`src/rtl/multicycle_control_unit.sv`:
```
// -----------------------------------------------------------------------------
// multicycle_control_unit
//
// Multi-cycle sequencer for the shared-memory RISC-V datapath. Each
// instruction walks through fetch, decode, execute, memory and writeback
// states. The memory-ready handshake stalls FETCH, MEMRD and MEMWR. Datapath
// strobes and mux selects come from a Moore decode of the registered state.
// The one exception is pcwrite/irwrite in FETCH, which follow mem_ready_i so
// that the PC and IR are loaded exactly once per instruction.
//
// Parameters
//   ENABLE_ITYPE    : 1 = decode OP-IMM (0010011), 0 = treat it as illegal
//   HALT_ON_ILLEGAL : 1 = TRAP holds until reset, 0 = TRAP lasts one cycle
//   CNT_W           : width of the retired-instruction counter
//
// Ports
//   clk_i          : clock, rising edge
//   rst_i          : synchronous active-high reset
//   instruction_i  : opcode field ir[6:0]
//   mem_ready_i    : memory has completed the current access
//   pcwrite_o      : load PC
//   irwrite_o      : load IR
//   iord_o         : memory address source (0 = PC, 1 = ALU result register)
//   memread_o      : memory read request
//   memwrite_o     : memory write request
//   regwrite_o     : register file write enable
//   memtoreg_o     : writeback source (1 = memory data register)
//   alusrca_o      : ALU A select (00 = PC, 01 = rs1, 10 = oldPC)
//   alusrcb_o      : ALU B select (00 = rs2, 01 = const 4, 10 = immediate)
//   aluop_o        : 00 = add, 01 = subtract/compare, 10 = funct decode
//   branch_o       : load PC if the ALU zero flag is set
//   illegal_o      : high while in TRAP
//   instret_o      : retired-instruction count, wraps silently
// -----------------------------------------------------------------------------
module multicycle_control_unit #(
  parameter bit          ENABLE_ITYPE    = 1'b1,
  parameter bit          HALT_ON_ILLEGAL = 1'b1,
  parameter int unsigned CNT_W           = 32
) (
  input  logic             clk_i,
  input  logic             rst_i,
  input  logic [6:0]       instruction_i,
  input  logic             mem_ready_i,
  output logic             pcwrite_o,
  output logic             irwrite_o,
  output logic             iord_o,
  output logic             memread_o,
  output logic             memwrite_o,
  output logic             regwrite_o,
  output logic             memtoreg_o,
  output logic [1:0]       alusrca_o,
  output logic [1:0]       alusrcb_o,
  output logic [1:0]       aluop_o,
  output logic             branch_o,
  output logic             illegal_o,
  output logic [CNT_W-1:0] instret_o
);

  // Opcodes recognised by the decoder
  localparam logic [6:0] OP_LOAD   = 7'b0000011;
  localparam logic [6:0] OP_STORE  = 7'b0100011;
  localparam logic [6:0] OP_REG    = 7'b0110011;
  localparam logic [6:0] OP_IMM    = 7'b0010011;
  localparam logic [6:0] OP_BRANCH = 7'b1100011;

  // ALU A select encodings
  localparam logic [1:0] SRCA_PC    = 2'b00;
  localparam logic [1:0] SRCA_RS1   = 2'b01;
  localparam logic [1:0] SRCA_OLDPC = 2'b10;

  // ALU B select encodings
  localparam logic [1:0] SRCB_RS2  = 2'b00;
  localparam logic [1:0] SRCB_FOUR = 2'b01;
  localparam logic [1:0] SRCB_IMM  = 2'b10;

  // ALU operation encodings
  localparam logic [1:0] ALU_ADD   = 2'b00;
  localparam logic [1:0] ALU_SUB   = 2'b01;
  localparam logic [1:0] ALU_FUNCT = 2'b10;

  typedef enum logic [3:0] {
    FETCH,
    DECODE,
    MEMADR,
    MEMRD,
    MEMWB,
    MEMWR,
    EXECR,
    EXECI,
    ALUWB,
    BEQ,
    TRAP
  } state_t;

  state_t           state_q, state_d;
  logic [CNT_W-1:0] instret_q, instret_d;
  logic             retire;

  // State and retired-instruction counter registers. Reset wins over every
  // transition, including a pending retire out of MEMWR.
  always_ff @(posedge clk_i) begin
    if (rst_i) begin
      state_q   <= FETCH;
      instret_q <= '0;
    end else begin
      state_q   <= state_d;
      instret_q <= instret_d;
    end
  end

  // Next-state logic. The retire flag marks the last cycle of every
  // completed instruction. TRAP never retires.
  always_comb begin
    state_d = state_q;
    retire  = 1'b0;
    unique case (state_q)
      FETCH: begin
        if (mem_ready_i) state_d = DECODE;
      end
      DECODE: begin
        unique case (instruction_i)
          OP_LOAD,
          OP_STORE:  state_d = MEMADR;
          OP_REG:    state_d = EXECR;
          OP_BRANCH: state_d = BEQ;
          OP_IMM:    state_d = ENABLE_ITYPE ? EXECI : TRAP;
          default:   state_d = TRAP;
        endcase
      end
      MEMADR: begin
        // Only loads and stores reach MEMADR, so anything that is not a load
        // is handled as a store.
        state_d = (instruction_i == OP_LOAD) ? MEMRD : MEMWR;
      end
      MEMRD: begin
        if (mem_ready_i) state_d = MEMWB;
      end
      MEMWB: begin
        state_d = FETCH;
        retire  = 1'b1;
      end
      MEMWR: begin
        if (mem_ready_i) begin
          state_d = FETCH;
          retire  = 1'b1;
        end
      end
      EXECR: begin
        state_d = ALUWB;
      end
      EXECI: begin
        state_d = ALUWB;
      end
      ALUWB: begin
        state_d = FETCH;
        retire  = 1'b1;
      end
      BEQ: begin
        state_d = FETCH;
        retire  = 1'b1;
      end
      TRAP: begin
        if (!HALT_ON_ILLEGAL) state_d = FETCH;
      end
      default: begin
        state_d = FETCH;
      end
    endcase
  end

  // Counter increment, wrapping modulo 2^CNT_W
  always_comb begin
    instret_d = instret_q;
    if (retire) instret_d = instret_q + CNT_W'(1);
  end

  // Moore output decode. The strobe gating at the end keeps every write and
  // request quiet while reset is held, whatever state was current.
  always_comb begin
    pcwrite_o  = 1'b0;
    irwrite_o  = 1'b0;
    iord_o     = 1'b0;
    memread_o  = 1'b0;
    memwrite_o = 1'b0;
    regwrite_o = 1'b0;
    memtoreg_o = 1'b0;
    alusrca_o  = SRCA_PC;
    alusrcb_o  = SRCB_RS2;
    aluop_o    = ALU_ADD;
    branch_o   = 1'b0;
    illegal_o  = 1'b0;
    unique case (state_q)
      FETCH: begin
        memread_o = 1'b1;
        alusrca_o = SRCA_PC;
        alusrcb_o = SRCB_FOUR;
        aluop_o   = ALU_ADD;
        // PC and IR load only once the fetch data is valid
        pcwrite_o = mem_ready_i;
        irwrite_o = mem_ready_i;
      end
      DECODE: begin
        // Branch target precomputed from the old PC while decoding
        alusrca_o = SRCA_OLDPC;
        alusrcb_o = SRCB_IMM;
        aluop_o   = ALU_ADD;
      end
      MEMADR: begin
        alusrca_o = SRCA_RS1;
        alusrcb_o = SRCB_IMM;
        aluop_o   = ALU_ADD;
      end
      MEMRD: begin
        memread_o = 1'b1;
        iord_o    = 1'b1;
      end
      MEMWB: begin
        regwrite_o = 1'b1;
        memtoreg_o = 1'b1;
      end
      MEMWR: begin
        memwrite_o = 1'b1;
        iord_o     = 1'b1;
      end
      EXECR: begin
        alusrca_o = SRCA_RS1;
        alusrcb_o = SRCB_RS2;
        aluop_o   = ALU_FUNCT;
      end
      EXECI: begin
        alusrca_o = SRCA_RS1;
        alusrcb_o = SRCB_IMM;
        aluop_o   = ALU_FUNCT;
      end
      ALUWB: begin
        regwrite_o = 1'b1;
        memtoreg_o = 1'b0;
      end
      BEQ: begin
        alusrca_o = SRCA_RS1;
        alusrcb_o = SRCB_RS2;
        aluop_o   = ALU_SUB;
        branch_o  = 1'b1;
      end
      TRAP: begin
        illegal_o = 1'b1;
      end
      default: begin
        illegal_o = 1'b0;
      end
    endcase
    if (rst_i) begin
      pcwrite_o  = 1'b0;
      irwrite_o  = 1'b0;
      memread_o  = 1'b0;
      memwrite_o = 1'b0;
      regwrite_o = 1'b0;
      branch_o   = 1'b0;
    end
  end

  assign instret_o = instret_q;

endmodule

```
`config.mk`:
```
export PLATFORM = sky130hd
export DESIGN_NAME = multicycle_control_unit
export DESIGN_NICKNAME = d
export VERILOG_FILES = /design/src/rtl/multicycle_control_unit.sv
export SDC_FILE = /design/constraint.sdc
export NUM_CORES = 1
export LEC_CHECK = 0
export CAP_MARGIN = 5
export CORE_MARGIN = 3
export CORE_UTILIZATION = 48
export CTS_CLUSTER_SIZE = 10
export DETAILED_ROUTE_END_ITERATION = 7
export MAX_ROUTING_LAYER = met4
export PLACE_DENSITY = 0.8
export SETUP_SLACK_MARGIN = 0.05
export SLEW_MARGIN = 20
export SYNTH_ARGS = -nofsm -noshare
export SYNTH_HDL_FRONTEND = slang
export SYNTH_SLANG_ARGS = --single-unit
```
`constraint.sdc`:
```
create_clock -name clk_i -period 2.3 [get_ports clk_i]
set_input_delay 0.46 -clock clk_i [delete_from_list [all_inputs] [get_ports clk_i]]
set_output_delay 0.46 -clock clk_i [all_outputs]
set_load 0.02 [all_outputs]
```
# ---- Word level (Yosys, flattened, before mapping)
# Cells that the tools add are included.
dict set report totals {
  inputBits 10
  ff_bits 36
  output_inout_bits 47
  word_cells 56
}
dict set report op_classes {
  bitwise 1
  reduce_logical 10
  eq_ne 18
  mux 24
  addsub 1
}
# op count
set ops {}
lappend ops {{32-bit by 1-bit adder with 32-bit output, second input constant} 1}
lappend ops {{4-bit case mux with 7 select lines} 1}
lappend ops {{4-bit by 3-bit equality test with 1-bit output, second input constant} 4}
lappend ops {{4-bit case mux with 4 select lines} 1}
lappend ops {{7-bit by 6-bit equality test with 1-bit output, second input constant} 2}
lappend ops {{1-bit two-way mux} 14}
lappend ops {{4-bit equality test, second input constant} 3}
lappend ops {{4-bit two-way mux} 3}
lappend ops {{2-bit case mux with 2 select lines} 3}
lappend ops {{2-bit OR reduction} 5}
lappend ops {{4-bit by 2-bit equality test with 1-bit output, second input constant} 2}
lappend ops {{7-bit by 2-bit equality test with 1-bit output, second input constant} 1}
lappend ops {{7-bit by 5-bit equality test with 1-bit output, second input constant} 1}
lappend ops {{7-bit equality test, second input constant} 1}
lappend ops {{2-bit inequality test, second input constant} 3}
lappend ops {{3-bit OR reduction} 2}
lappend ops {{4-bit by 1-bit equality test with 1-bit output, second input constant} 1}
lappend ops {{4-bit zero test} 1}
lappend ops {{4-bit AND reduction} 1}
lappend ops {{4-bit OR reduction} 1}
lappend ops {{3-bit two-way mux} 1}
lappend ops {{1-bit case mux with 2 select lines} 1}
lappend ops {{1-bit inverter} 1}

# ---- Depth between registers and ports, before layout
# Gate-level depths: netlist of the first run.
dict set report logic_depth {
  ltp_word 4
  mapped_depth 8
  ltp_nobuf 7
}

# ---- Worst setup path after synthesis of the first run
# Ideal clock, no wire load.
dict set report synth_path {
  path_kind {register to output}
  start {register state_q[2]}
  end {output pcwrite_o}
  path_buffers 2
  required_ps 1840
  path_slack_ps -73
  path_stages_with_launch 5
  arrival_ps 1913
  cell_sequence {dfxtp_1 -> clkbuf_1 -> nor4_1 -> and3b_1 -> buf_4}
}
dict set report synth_via {
  elab_chain_len 3
}
# item line_no
set synth_lines {}
lappend synth_lines {{start: declaration} 95} ;# state_t state_q, state_d;
lappend synth_lines {{start signal: assignment} 106} ;# state_q <= state_d;
lappend synth_lines {{4-bit zero test} n/a}
lappend synth_lines {{1-bit two-way mux (2 in series)} n/a}
lappend synth_lines {{end: declaration} 44} ;# output logic pcwrite_o,
# No other way between the ends.

# ---- Final worst setup path of the first run
dict set report layout_path {
  start {register state_q[2]}
  end {output memtoreg_o}
}
dict set report layout_via {
  elab_chain_len 2
}
# item line_no
set layout_lines {}
lappend layout_lines {{4-bit by 3-bit equality test with 1-bit output} 192} ;# unique case (state_q)
lappend layout_lines {{1-bit two-way mux} 192}
lappend layout_lines {{end: declaration} 50} ;# output logic memtoreg_o,
# No other way between the ends.

==> impl_results.md, run 1 <==
- Status: finished, final reports clean
- Clock transition at the registers of the reported paths: 70 ps
- Clock sinks: 36
- Final setup violating endpoints: 0
- Slew Limit Fails: 0
- Cells after Synth: 264
- Worst hold-check path type: register to register
- Syn Nets: 275
- Root cell of the clock tree: clkbuf_8
- Crit path DAT: 1710 ps
- Max Freq: 0.462 GHz
- Overall Global Routing Usage: 0.236
- GPL Wtd Cong: 0.913
- Sequential share of the synthesized area: 0.353
- Largest net degree at the start of global routing: 32
- First-pass GRT wire length: 9520 µm
- Port bufs: 56
- YS warnings: 0
- Fillers: 354
- Number of global-route vias before repair: 2148
- VDD IR max: 428 µV
- Mapped Area: 2040 µm²
- Die Span X: 71.3 µm
- Pwr/cell area: 592 nW/µm²
- Area growth syn-to-layout: 40.2%
- CP peak stage delay: 630 ps
- Iter 0 DRT Violations: 122
- Die height: 71.3 µm
- Final worst-path setup slack: 133 ps
- Final wirelength: 5530 µm
- Xor and xnor area share after synthesis: 0.0771
- Slowest-stage cell, CP: clkdlybuf4s50_1
- Worst Path Buf+Inv: 1
- Layout cells sized above 1: 0.123
- Hold Buf Count CTS: 0
- Synth Area in Simple Gates: 0.368
- Depth of the CTS H-tree: 2
- Synth Area in Adders: 0.00612
- Area after DPL: 2780 µm²
- Least-Margin Pin Slew: 452 ps
- NumNets Final: 345
- Syn avg cell area: 7.74 µm²
- DR vias/cell: 5.79
- Initial core utilization: 0.504
- Slew HR: 0.698
- Synth Area in Compound Gates: 0.143
- Post-DP HPWL: 4040 µm
- CP Class: register to primary output
- Final period util: 0.942
- Yosys reg bits: 36
- Area of the die: 5080 µm²
- IO Pins: 57
- Initial antenna violation count: 0
- CORE AREA: 4060 µm²
- Critical Path, Cell by Cell: or2b_1, nor3_1, clkdlybuf4s50_1
- Clock Latency Late Sink: 290 ps
- Place WS: -286 ps
- # rows: 23
- Critical path required time: 1840 ps
- Static Leak: 1.05 nW
- # DRC: 0
- Clock Tree Buf Depth: 2
- Critical path peak fanout: 8
- RSZ-0062 raised after global routing: yes
- Largest family of logic cells by synthesized area: simple AND/OR/NAND/NOR gates
- Crit path max-delay family: buffers and inverters
- Final Hold Vio Count: 0
- Setup TNS: 0 ps
- CTS tree: done
- Hold_ws: 490 ps
- Unique masters post-synth: 42
- Number of buffers created by CTS: 5
- Routed wire length per instance: 14.5 µm
- Drt pass-1 iters: 4
- Via count of the routed design: 2212
- Startpoint Class: register
- Max Cap Viol: 0
- Antenna Nets Post-Route: 0
- Critical Path Sink Type: primary output
- Post-Route Skew: 5.50 ps
- Post-synthesis mux area share: 0.00490
- Finished Cell Area: 2870 µm²
- Min Tclk post-route: 2170 ps
- Ant diodes: 0
- Congestion Overflow GR: 0
==> final cells by class <==
type	instances	area [µm²]	area share
repair buffers	81	738	0.258
inverters	5	18.8	0.00655
flip-flops and latches	36	724	0.253
multi-input cells	205	1250	0.437
clock buffers	5	68.8	0.0240
well taps	50	62.6	0.0218
==> worst reg2reg max path, delay by kind of cell (launching register included) <==
| kind | cells | cell delay (ps) |
|---|---|---|
| flops | 1 | 390 |
| compound gates | 1 | 140 |
| simple gates | 4 | 1500 |
==> placed cells by master (no fill, tap or decap), types with 4 or more instances in the layout <==
| cell | n |
|---|---|
| and4_1 | 5 |
| or3_1 | 9 |
| and3_1 | 6 |
| or4_1 | 6 |
| nand4_1 | 7 |
| nand2b_1 | 6 |
| nand2_1 | 18 |
| nor2b_1 | 5 |
| nor3_1 | 7 |
| o21ai_1 | 14 |
| clkbuf_8 | 5 |
| inv_1 | 5 |
| dfxtp_1 | 33 |
| dlygate4sd2_1 | 12 |
| xor2_1 | 4 |
| clkdlybuf4s50_1 | 42 |
| nor4_1 | 4 |
| nand3_1 | 12 |
| xnor2_1 | 14 |
| nor2_1 | 31 |
| buf_4 | 25 |
| o31ai_1 | 6 |
| a21oi_1 | 19 |
| nor4b_1 | 5 |
==> flip-flops by register name, summed over array words and instances, names as in the netlist <==
signal,count
instret_o,32
state_q,4
==> cells in the mapped netlist <==
cell type   n  area (µm²)
dfxtp_1    36         721
nor2_1     31         116
a21oi_1    21         105
nand2_1    18        67.6
clkbuf_1   14        52.6
o21ai_1    14        70.1
xnor2_1    14         123
nand3_1    12        60.1
or3_1       9        56.3
or4_1       8        60.1
nand4_1     7        43.8
nor3_1      7        35.0
and3_1      6        37.5
nand2b_1    6        37.5
o31ai_1     6        45.0
and4_1      5        43.8
inv_1       5        18.8
nor2b_1     5        31.3
nor4_1      5        31.3
nor4b_1     5        43.8
xor2_1      4        35.0
o21ai_0     3        15.0
buf_1       2        7.51
nand4b_1    2        17.5
o21bai_1    2        15.0
a22oi_1     1        7.51
a32oi_1     1        8.76
and3b_1     1        8.76
buf_4       1        7.51
buf_6       1        11.3
ha_1        1        12.5
mux2i_1     1        10.0
nand4bb_1   1        11.3
nor3b_1     1        7.51
nor4bb_1    1        10.0
o21ba_1     1        10.0
o22ai_1     1        6.26
o311a_1     1        10.0
or2_1       1        6.26
or2_2       1        6.26
or2b_1      1        7.51
or4b_4      1        13.8
==> power by group <==
group / internal, mW / leakage, nW / switching (mW) / total (mW)
registers: 0.651 / 0.292 / 0.0479 / 0.699
clock network: 0.195 / 0.0359 / 0.210 / 0.405
logic: 0.266 / 0.724 / 0.328 / 0.594
total: 1.11 / 1.05 / 0.586 / 1.70
==> stage by stage <==
step | power [mW] | util | std cells
floorplan | 1.09 | - | 264
global route | 1.79 | 0.706 | 382
CTS | 1.70 | 0.702 | 382
detailed placement | 1.33 | 0.686 | 377
finish | 1.70 | 0.706 | 382
global placement | 1.32 | 0.686 | 377
==> path summary, 6_finish.rpt <==
path | startpoint | to | depth (start not counted) | slack, ps
hold / removal | instret_o[31] | instret_o[31] | 2 | 490
hold reg to reg | instret_o[31] | instret_o[31] | 2 | 490
setup reg to reg | instret_o[5] | instret_o[31] | 5 | 190
setup / recovery | state_q[2] | memtoreg_o | 3 | 130
==> timing repair <==
action,in CTS,in global routing
setup buffers,0,0
pin swaps,1,2
setup endpoints to repair,16,8
gates resized for setup,17,6
==> routing by layer <==
metal	wire [µm]	GRT usage	vias to the layer above	part of all wire
met3	259	0.0519	8	0.047
met2	2780	0.390	67	0.50
met5	0	-	-	0
li1	-	-	1087	-
met4	77	0.0731	0	0.014
met1	2410	0.288	1050	0.44
==> logic make-up after synthesis <==
group                      Yosys count
AOI/OAI and AO/OA                   51
xor gates and xnor gates            18
adders and majority gates            1
buffers and inverters               23
DFF                                 36
muxes                                1
and+or+nand+nor                    134
No activity file was read; power rests on OpenSTA's default activity.
==> run 2: changes to the inputs <==
- CTS_CLUSTER_SIZE: 10 -> unset
==> results of run 2 <==
The final DEF is identical to that of run 1; final timing and power are the same.
